`config.mk`:
```
export PLATFORM = sky130hd
export DESIGN_NAME = ram_arbiter
export DESIGN_NICKNAME = d
export VERILOG_FILES = /design/src/rtl/ram_arbiter.sv
export SDC_FILE = /design/constraint.sdc
export NUM_CORES = 1
export LEC_CHECK = 0
export BUFFER_PORTS_ARGS = -buffer_cell sky130_fd_sc_hd__buf_2
export CELL_PAD_IN_SITES_DETAIL_PLACEMENT = 2
export CELL_PAD_IN_SITES_GLOBAL_PLACEMENT = 2
export CORE_MARGIN = 5
export CORE_UTILIZATION = 17
export CTS_BUF_LIST = sky130_fd_sc_hd__clkbuf_8 sky130_fd_sc_hd__clkbuf_16
export DETAILED_ROUTE_END_ITERATION = 7
export GPL_ROUTABILITY_DRIVEN = 0
export HOLD_SLACK_MARGIN = 0.12
export MAX_ROUTING_LAYER = met4
export PLACE_DENSITY = 0.89
export SYNTH_ARGS = -nofsm -noshare
export SYNTH_HDL_FRONTEND = slang
export SYNTH_SLANG_ARGS = --single-unit
```
`constraint.sdc`:
```
create_clock -name clk -period 2.2 [get_ports clk]
set_input_delay 0.44 -clock clk [delete_from_list [all_inputs] [get_ports clk]]
set_output_delay 0.44 -clock clk [all_outputs]
set_load 0.005 [all_outputs]
```
`src/rtl/ram_arbiter.sv`:
```
// Two-requester arbiter in front of a single-port registered-read RAM.
// After reset the whole RAM is zeroed (CLEAR), then requests are granted
// one per cycle with round-robin tie breaking (RUN).
module ram_arbiter #(
    parameter int SIZE  = 8,
    parameter int DEPTH = 16,
    localparam int AW   = $clog2(DEPTH)
) (
    input  logic            clk,
    input  logic            rst,

    input  logic            req0_valid,
    output logic            req0_ready,
    input  logic [AW-1:0]   req0_addr,
    input  logic [SIZE-1:0] req0_wdata,
    input  logic            req0_we,
    output logic            rsp0_valid,
    output logic [SIZE-1:0] rsp0_rdata,

    input  logic            req1_valid,
    output logic            req1_ready,
    input  logic [AW-1:0]   req1_addr,
    input  logic [SIZE-1:0] req1_wdata,
    input  logic            req1_we,
    output logic            rsp1_valid,
    output logic [SIZE-1:0] rsp1_rdata,

    output logic [AW-1:0]   ram_address,
    output logic [SIZE-1:0] ram_write_data,
    output logic            ram_write_en,
    input  logic [SIZE-1:0] ram_read_data,

    output logic            busy
);

    typedef enum logic {
        CLEAR = 1'b0,
        RUN   = 1'b1
    } state_e;

    state_e          state_q;
    logic [AW-1:0]   clr_cnt_q;
    logic            last_q;       // 1: requester 1 was granted most recently
    logic            rsp0_pend_q;
    logic            rsp1_pend_q;
    logic            busy_q;

    logic            run;
    logic            gnt0;
    logic            gnt1;

    // Grants are masked while rst is high so reset overrides any activity
    // in the same cycle, not just from the next edge onward.
    assign run  = (state_q == RUN) && !rst;
    assign gnt0 = run && req0_valid && (!req1_valid ||  last_q);
    assign gnt1 = run && req1_valid && (!req0_valid || !last_q);

    assign req0_ready = gnt0;
    assign req1_ready = gnt1;
    assign busy       = busy_q;

    // A pending read response is dropped as soon as rst is seen.
    assign rsp0_valid = rsp0_pend_q && !rst;
    assign rsp1_valid = rsp1_pend_q && !rst;
    assign rsp0_rdata = rsp0_valid ? ram_read_data : '0;
    assign rsp1_rdata = rsp1_valid ? ram_read_data : '0;

    // RAM port mux: clear sweep, granted requester, or idle zeros.
    always_comb begin
        ram_address    = '0;
        ram_write_data = '0;
        ram_write_en   = 1'b0;
        if (state_q == CLEAR) begin
            ram_address  = clr_cnt_q;
            ram_write_en = 1'b1;
        end else if (gnt0) begin
            ram_address    = req0_addr;
            ram_write_data = req0_wdata;
            ram_write_en   = req0_we;
        end else if (gnt1) begin
            ram_address    = req1_addr;
            ram_write_data = req1_wdata;
            ram_write_en   = req1_we;
        end
    end

    // Control FSM: clear sweep, round-robin pointer and read-response tracking.
    always_ff @(posedge clk) begin
        if (rst) begin
            state_q     <= CLEAR;
            clr_cnt_q   <= '0;
            last_q      <= 1'b1;
            rsp0_pend_q <= 1'b0;
            rsp1_pend_q <= 1'b0;
            busy_q      <= 1'b1;
        end else begin
            rsp0_pend_q <= gnt0 && !req0_we;
            rsp1_pend_q <= gnt1 && !req1_we;
            case (state_q)
                CLEAR: begin
                    if (clr_cnt_q == AW'(DEPTH - 1)) begin
                        state_q   <= RUN;
                        busy_q    <= 1'b0;
                        clr_cnt_q <= '0;
                    end else begin
                        clr_cnt_q <= clr_cnt_q + 1'b1;
                    end
                end
                RUN: begin
                    if (gnt0) begin
                        last_q <= 1'b0;
                    end else if (gnt1) begin
                        last_q <= 1'b1;
                    end
                end
                default: state_q <= CLEAR;
            endcase
        end
    end

endmodule

```
# == Word level (Yosys, flattened, before mapping) ==
# Index checks and enable logic that the tools add are counted.
# word_totals
reg_bits,9
out_inout_bits,34
wordCells,45
# classes
add_sub_neg,1
eq_ne,1
n_mux,16
bitwise,1
n_reduce_logical,20
# ops
operator,n
two-way mux 8 bit,5
two-way mux 4 bit,4
logical AND 1 bit,9
two-way mux 1 bit,7
logical NOT 1 bit,6
adder 4 x 1 -> 4 bit (second input constant),1
== test 4 bit (second input constant),1
AND reduction 2 bit,2
logical OR 1 bit,2
nonzero test 2 bit,1
inverter 1 bit,1

# == Logic depth before layout (Yosys ltp) ==
# Gate-level depths: netlist of run 1.
# logic_depth
word_depth,7
mapped_depth,5
ltp_nobuf,4

# == Worst setup path after synthesis of run 1 ==
# OpenSTA, ideal clock, no wires.
# synth_path
kind,input to output
from,input port rst
to,output port ram_address[0]
arrival_time_ns,1.110
t_required_ns,1.760
path_slack_ns,0.650
path_stages,3
n_path_buf,1
path_cell_list,buf_2 > and3b_1 > a221o_1
# synth_between
elab_chain_len,7
# synth_lines
item,line_no,rtl
"start, declared",10,"input logic rst,"
logical NOT 1 bit (*),54,assign run = (state_q == RUN) && !rst;
logical AND 1 bit (*),54,
logical AND 1 bit (2 in a row),56,assign gnt1 = run && req1_valid && (!req0_valid || !last_q);
two-way mux 4 bit,80,end else if (gnt1) begin
two-way mux 4 bit (*),76,end else if (gnt0) begin
two-way mux 4 bit (*),73,if (state_q == CLEAR) begin
"end, declared",28,"output logic [AW-1:0] ram_address,"
# Every way passes the cells marked *; elsewhere a longest branch is shown, timed or not.

# == Worst setup path in the final report of run 1 ==
# layout_path
from,input port rst
to,output port ram_write_data[7]
# layout_between
elab_chain_len,7
# layout_lines
item,line_no,rtl
logical NOT 1 bit (*),54,
logical AND 1 bit (*),54,
logical AND 1 bit (2 in a row),56,
two-way mux 8 bit,80,
two-way mux 8 bit (*),76,
two-way mux 8 bit (*),73,
"end, declared",29,"output logic [SIZE-1:0] ram_write_data,"
# Marks and branches as above.

==> results of run 1 <==
cell usage after synthesis (all sizes together):
library cell	count	area share
a221o	5	0.072
ha	1	0.018
and3	2	0.025
a21oi	3	0.022
or2	1	0.0091
inv	1	0.0054
a22o	8	0.10
mux2i	1	0.014
and2b	4	0.043
and2	19	0.17
buf	5	0.054
nand3	2	0.014
nand2b	1	0.0091
a31oi	2	0.018
nor2b	6	0.054
dfxtp	9	0.26
clkbuf	2	0.011
xnor2	1	0.013
a21o	2	0.022
and3b	1	0.013
nand2	1	0.0054
a311oi	2	0.025
nor2	3	0.016
final timing paths:
path                               from                end  cells after the start
worst min-delay path            req1_we        rsp1_pend_q                      2
worst min register to register     busy               busy                      1
worst max register to register  state_q       clr_cnt_q[3]                      4
worst max-delay path                rst  ram_write_data[7]                      5
kinds of logic (layout without fill, tap and decap cells):
group	after synthesis	in the layout	share of synthesized area
AOI/OAI and AO/OA	22	22	0.261
xor gates and xnor gates	1	1	0.0127
adders and majority gates	1	1	0.0181
buffers and inverters	8	77	0.0706
DFF	9	9	0.261
muxes	1	1	0.0145
and+or+nand+nor	40	40	0.362
cell type report:
type | instances | area (sq um) | share of cell area
repair buffers | 72 | 363 | 0.325
multi-input cells | 65 | 462 | 0.414
clock inverters | 1 | 3.75 | 0.00336
flip-flops and latches | 9 | 180 | 0.161
clock buffers | 3 | 41.3 | 0.0370
well taps | 50 | 62.6 | 0.0561
inverters | 1 | 3.75 | 0.00336
metal layers:
| layer | share of wire | global-route usage | vias up |
|---|---|---|---|
| li1 | - | - | 431 |
| met1 | 0.35 | 0.110 | 421 |
| met2 | 0.54 | 0.227 | 42 |
| met3 | 0.097 | 0.0410 | 6 |
| met4 | 0.016 | 0.0362 | 0 |
| met5 | 0 | - | - |
stage by stage:
stage	hold WS, ns	setup slack [ns]	power [W]	cell area [sq um]	utilization
final	0.388	0.175	0.000439	1120	0.281
after detailed placement	0.447	0.146	0.000249	1070	0.270
after global routing	0.394	0.0832	0.000461	1120	0.281
after global placement	0.441	0.215	0.000245	1070	0.270
after CTS	0.389	0.155	0.000446	1120	0.281
after floorplan	0.451	0.650	0.000201	691	-
power by group:
group	switching, W	leakage [nW]	internal [W]
Sequential	0.00000625	0.0732	0.000168
Clock	0.0000721	0.0269	0.000122
Combinational	0.0000302	0.535	0.0000400
registers in the layout, summed over array words and instances, names as in the netlist:
name,count
busy,1
last_q,1
rsp1_pend_q,1
state_q,1
clr_cnt_q,4
rsp0_pend_q,1
==> flow_summary.ini, run 1 <==
[run_status]
outcome = complete, no violations

[finish]
diodes = 0
fin_nets = 191
layout_common_cells = buf_2, and2_1, dfxtp_1
mostFrequentLayoutCell = buf_2
fill_cells = 468
stdcell_count = 201
area_delta_synth_final_pct = 61.6
drive_gt1_frac = 0.510

[timing]
hold_violations = 0
fin_crit_sh = 0.920
worst_pin_slew_ns = 0.488
skew_ns = 0.00543
setup_viol = 0
drv_slew = 0
fmax_mhz = 494
setup-tns-final_ns = 0
rsz0062_at_grt = false
fin_crit_ns = 2.03
slew_headroom = 0.674

[clock_tree]
root_buffer = clkbuf_8
htree_levels = 1
hold_buffers = 0
clk_pin_slew_ns = 0.05
cts_sinks = 9
numCtsBuffers = 3
cts_tree = done
cts_resized = 0
cts_buffer_depth = 2
clk_latency_ns = 0.24
postCtsSetupBuffers = 0

[worst_setup_path]
critPathKind = in2out
cp_top_family = simple AND/OR/NAND/NOR gates
path_cells = buf_2 > nor2b_1 > and3_1 > a22o_1 > buf_2
crit_arrival_ns = 1.59
crit_buf_inv = 2
worst-r2r-setup-slack_ns = 0.93
cp_max_fo = 11
startpoint_type = input pin
worst_path_max_delay_cell = and3_1
slowest_delay_ns = 0.45
crit_path_frequent_cell = buf_2
end_kind = output pin
required_ns = 1.76

[grt]
antenna_found_initial = 0
grt.total_usage = 0.119
gr-total-overflow = 0
grt_pass1_wl_mm = 4.74
grt_max_degree = 16
grt_pass1_vias = 943

[synthesis]
synth_fp_nets = 121
syn_inst = 82
yosysSeqAreaShare = 0.261
ys_types = 25
synth_area_sq_um = 691
yosys_warnings = 0
synth_area_per_cell_sq_um = 8.42
ys_ff_latch = 9

[power]
power_density_mw_per_mm2 = 393
ir_drop_uv = 117
power_leakage_nw = 0.635

[job]
drv_cap = 0

[routing]
vias_per_cell = 4.48
vias = 900
dr.pass1.iters = 3
wirelength_mm = 3.21
antenna_left = 0
dr.first_iter.drc_count = 41
drcViolationCount = 0
wl_per_cell_microns = 15.9

[die]
rows = 23
dieArea_sq_mm = 0.00544
fp.dieW_microns = 73.7
die_height_microns = 73.7
ioPinCount = 72
initial_core_util = 0.174
core_sq_mm = 0.00397

[placed_design]
place_inst = 197
io_buffers = 71
dp_hpwl_mm = 2.78

[worst_hold_path]
hp-class = in2reg
Power figures use the tool's default switching activity.
==> run 2: changes to the inputs <==
- clock period: 2.2 -> 2.4 ns (I/O delays scaled with it)
==> run 2 against run 1 <==
- sequential power decreased by 8%
- register-to-register slack better by 0.28 ns
- die area unchanged
- hold slack improved by 0.038 ns
- final cell count unchanged
- wire length shrank 1.1%
- count of clock-buffer cells in the layout did not move
- global-route usage is 0.40 points lower
- sequential share of layout area stayed put
- critical endpoint is now ram_address[2]
- largest cell class unchanged
==> flow_summary.ini, run 2 (synthesized netlist as in run 1, its figures left out) <==
[power]
p_int_w = 0.000303
power_leakage_nw = 0.635
p_sw_frac = 0.235
seqPwrFrac = 0.407
p_comb_frac = 0.160
clkPwrFrac = 0.433
p_switching_w = 0.0000930
power_density_mw_per_mm2 = 355
ir_drop_uv = 98.1

[finish]
mostFrequentLayoutCell = buf_2
layout_common_cells = buf_2, and2_1, dfxtp_1
area_delta_synth_final_pct = 61.6
largest_register = clr_cnt_q
fin_nets = 191
finalInstanceArea_sq_mm = 0.00112
postLayoutCoreUtil = 0.281
largest_register_ffs = 4
stdcell_count = 201
diodes = 0
drive_gt1_frac = 0.510

[worst_hold_path]
min-delay-start = req1_we
hp-class = in2reg

[die]
core_sq_mm = 0.00397
dieArea_sq_mm = 0.00544
fp.dieW_microns = 73.7
initial_core_util = 0.174
ioPinCount = 72
rows = 23
die_height_microns = 73.7

[timing]
setup_viol = 0
skew_ns = 0.00359
worst_slack_ns = 0.320
fmax_mhz = 481
fin_crit_sh = 0.867
rsz0062_at_grt = false
worst_pin_slew_ns = 0.519
hold_violations = 0
drv_slew = 0
setup-tns-final_ns = 0
fin_crit_ns = 2.08
slew_headroom = 0.653

[clock_tree]
clk_latency_ns = 0.23
cts_sinks = 9
root_buffer = clkbuf_8
numCtsBuffers = 3
cts_resized = 0
htree_levels = 1
clk_pin_slew_ns = 0.05
cts_tree = done
postCtsSetupBuffers = 0
cts_buffer_depth = 2
hold_buffers = 0

[worst_setup_path]
cp_max_fo = 11
critPathKind = in2out
crit_start = rst
startpoint_type = input pin
required_ns = 1.92
end_kind = output pin
crit_arrival_ns = 1.60
worstReg2RegStart = state_q

[grt]
grt_pass1_wl_mm = 4.64
grt_max_degree = 16
grt.total_usage = 0.115
gr-total-overflow = 0
antenna_found_initial = 0
grt_pass1_vias = 918

[routing]
wl_per_cell_microns = 15.8
vias_per_cell = 4.41
antenna_left = 0
wirelength_mm = 3.17
drcViolationCount = 0
dr.first_iter.drc_count = 26
dr.pass1.iters = 3
vias = 887

[placed_design]
place_inst = 197
dp_hpwl_mm = 2.77
placed_area_sq_mm = 0.00107
dp_slack_ns = 0.310
io_buffers = 71

[job]
drv_cap = 0

[run_status]
outcome = complete, no violations
## run 2: per-layer routing
layer	global-route usage	vias up	part of all wire
li1	-	429	-
met5	-	-	0
met4	0.0463	0	0.016
met3	0.0369	4	0.10
met1	0.111	413	0.35
met2	0.211	41	0.53
## run 2: final cells by class
type	instances	area [sq um]
fill	490	2860
multi-input combinational	65	462
timing repair buffer	72	363
sequential	9	180
tap	50	62.6
clock buffer	3	41.3
clock inverter	1	3.75
inverter	1	3.75
## run 2: worst max-delay path, cell delays in order
cell and delay [ns]:
buf_2 0.20, nor2b_1 0.09, and3_1 0.30, a221o_1 0.40
buf_2 0.13
## run 2: power groups by stage
stage	Combinational, W	Clock (W)	Sequential [W]
floorplan	0.0000230	0	0.000161
global placement	0.0000624	0	0.000163
detailed placement	0.0000648	0	0.000163
CTS	0.0000652	0.000177	0.000161
global route	0.0000724	0.000183	0.000162
finish	0.0000635	0.000171	0.000161
## run 2: worst paths after layout
| kind | endpoint | slack (ns) | depth (start not counted) |
|---|---|---|---|
| worst min register to register | busy | 0.45 | 1 |
| worst max register to register | clr_cnt_q[3] | 1.21 | 4 |
| worst min-delay path | rsp1_pend_q | 0.43 | 2 |
| worst max-delay path | ram_address[2] | 0.32 | 5 |
## run 2: stage by stage
step	hold WS, ns	total power [W]
3_5_place_dp	0.447	0.000228
6_report	0.425	0.000396
2_1_floorplan	0.451	0.000184
5_1_grt	0.432	0.000417
3_3_place_gp	0.443	0.000225
4_1_cts	0.425	0.000403
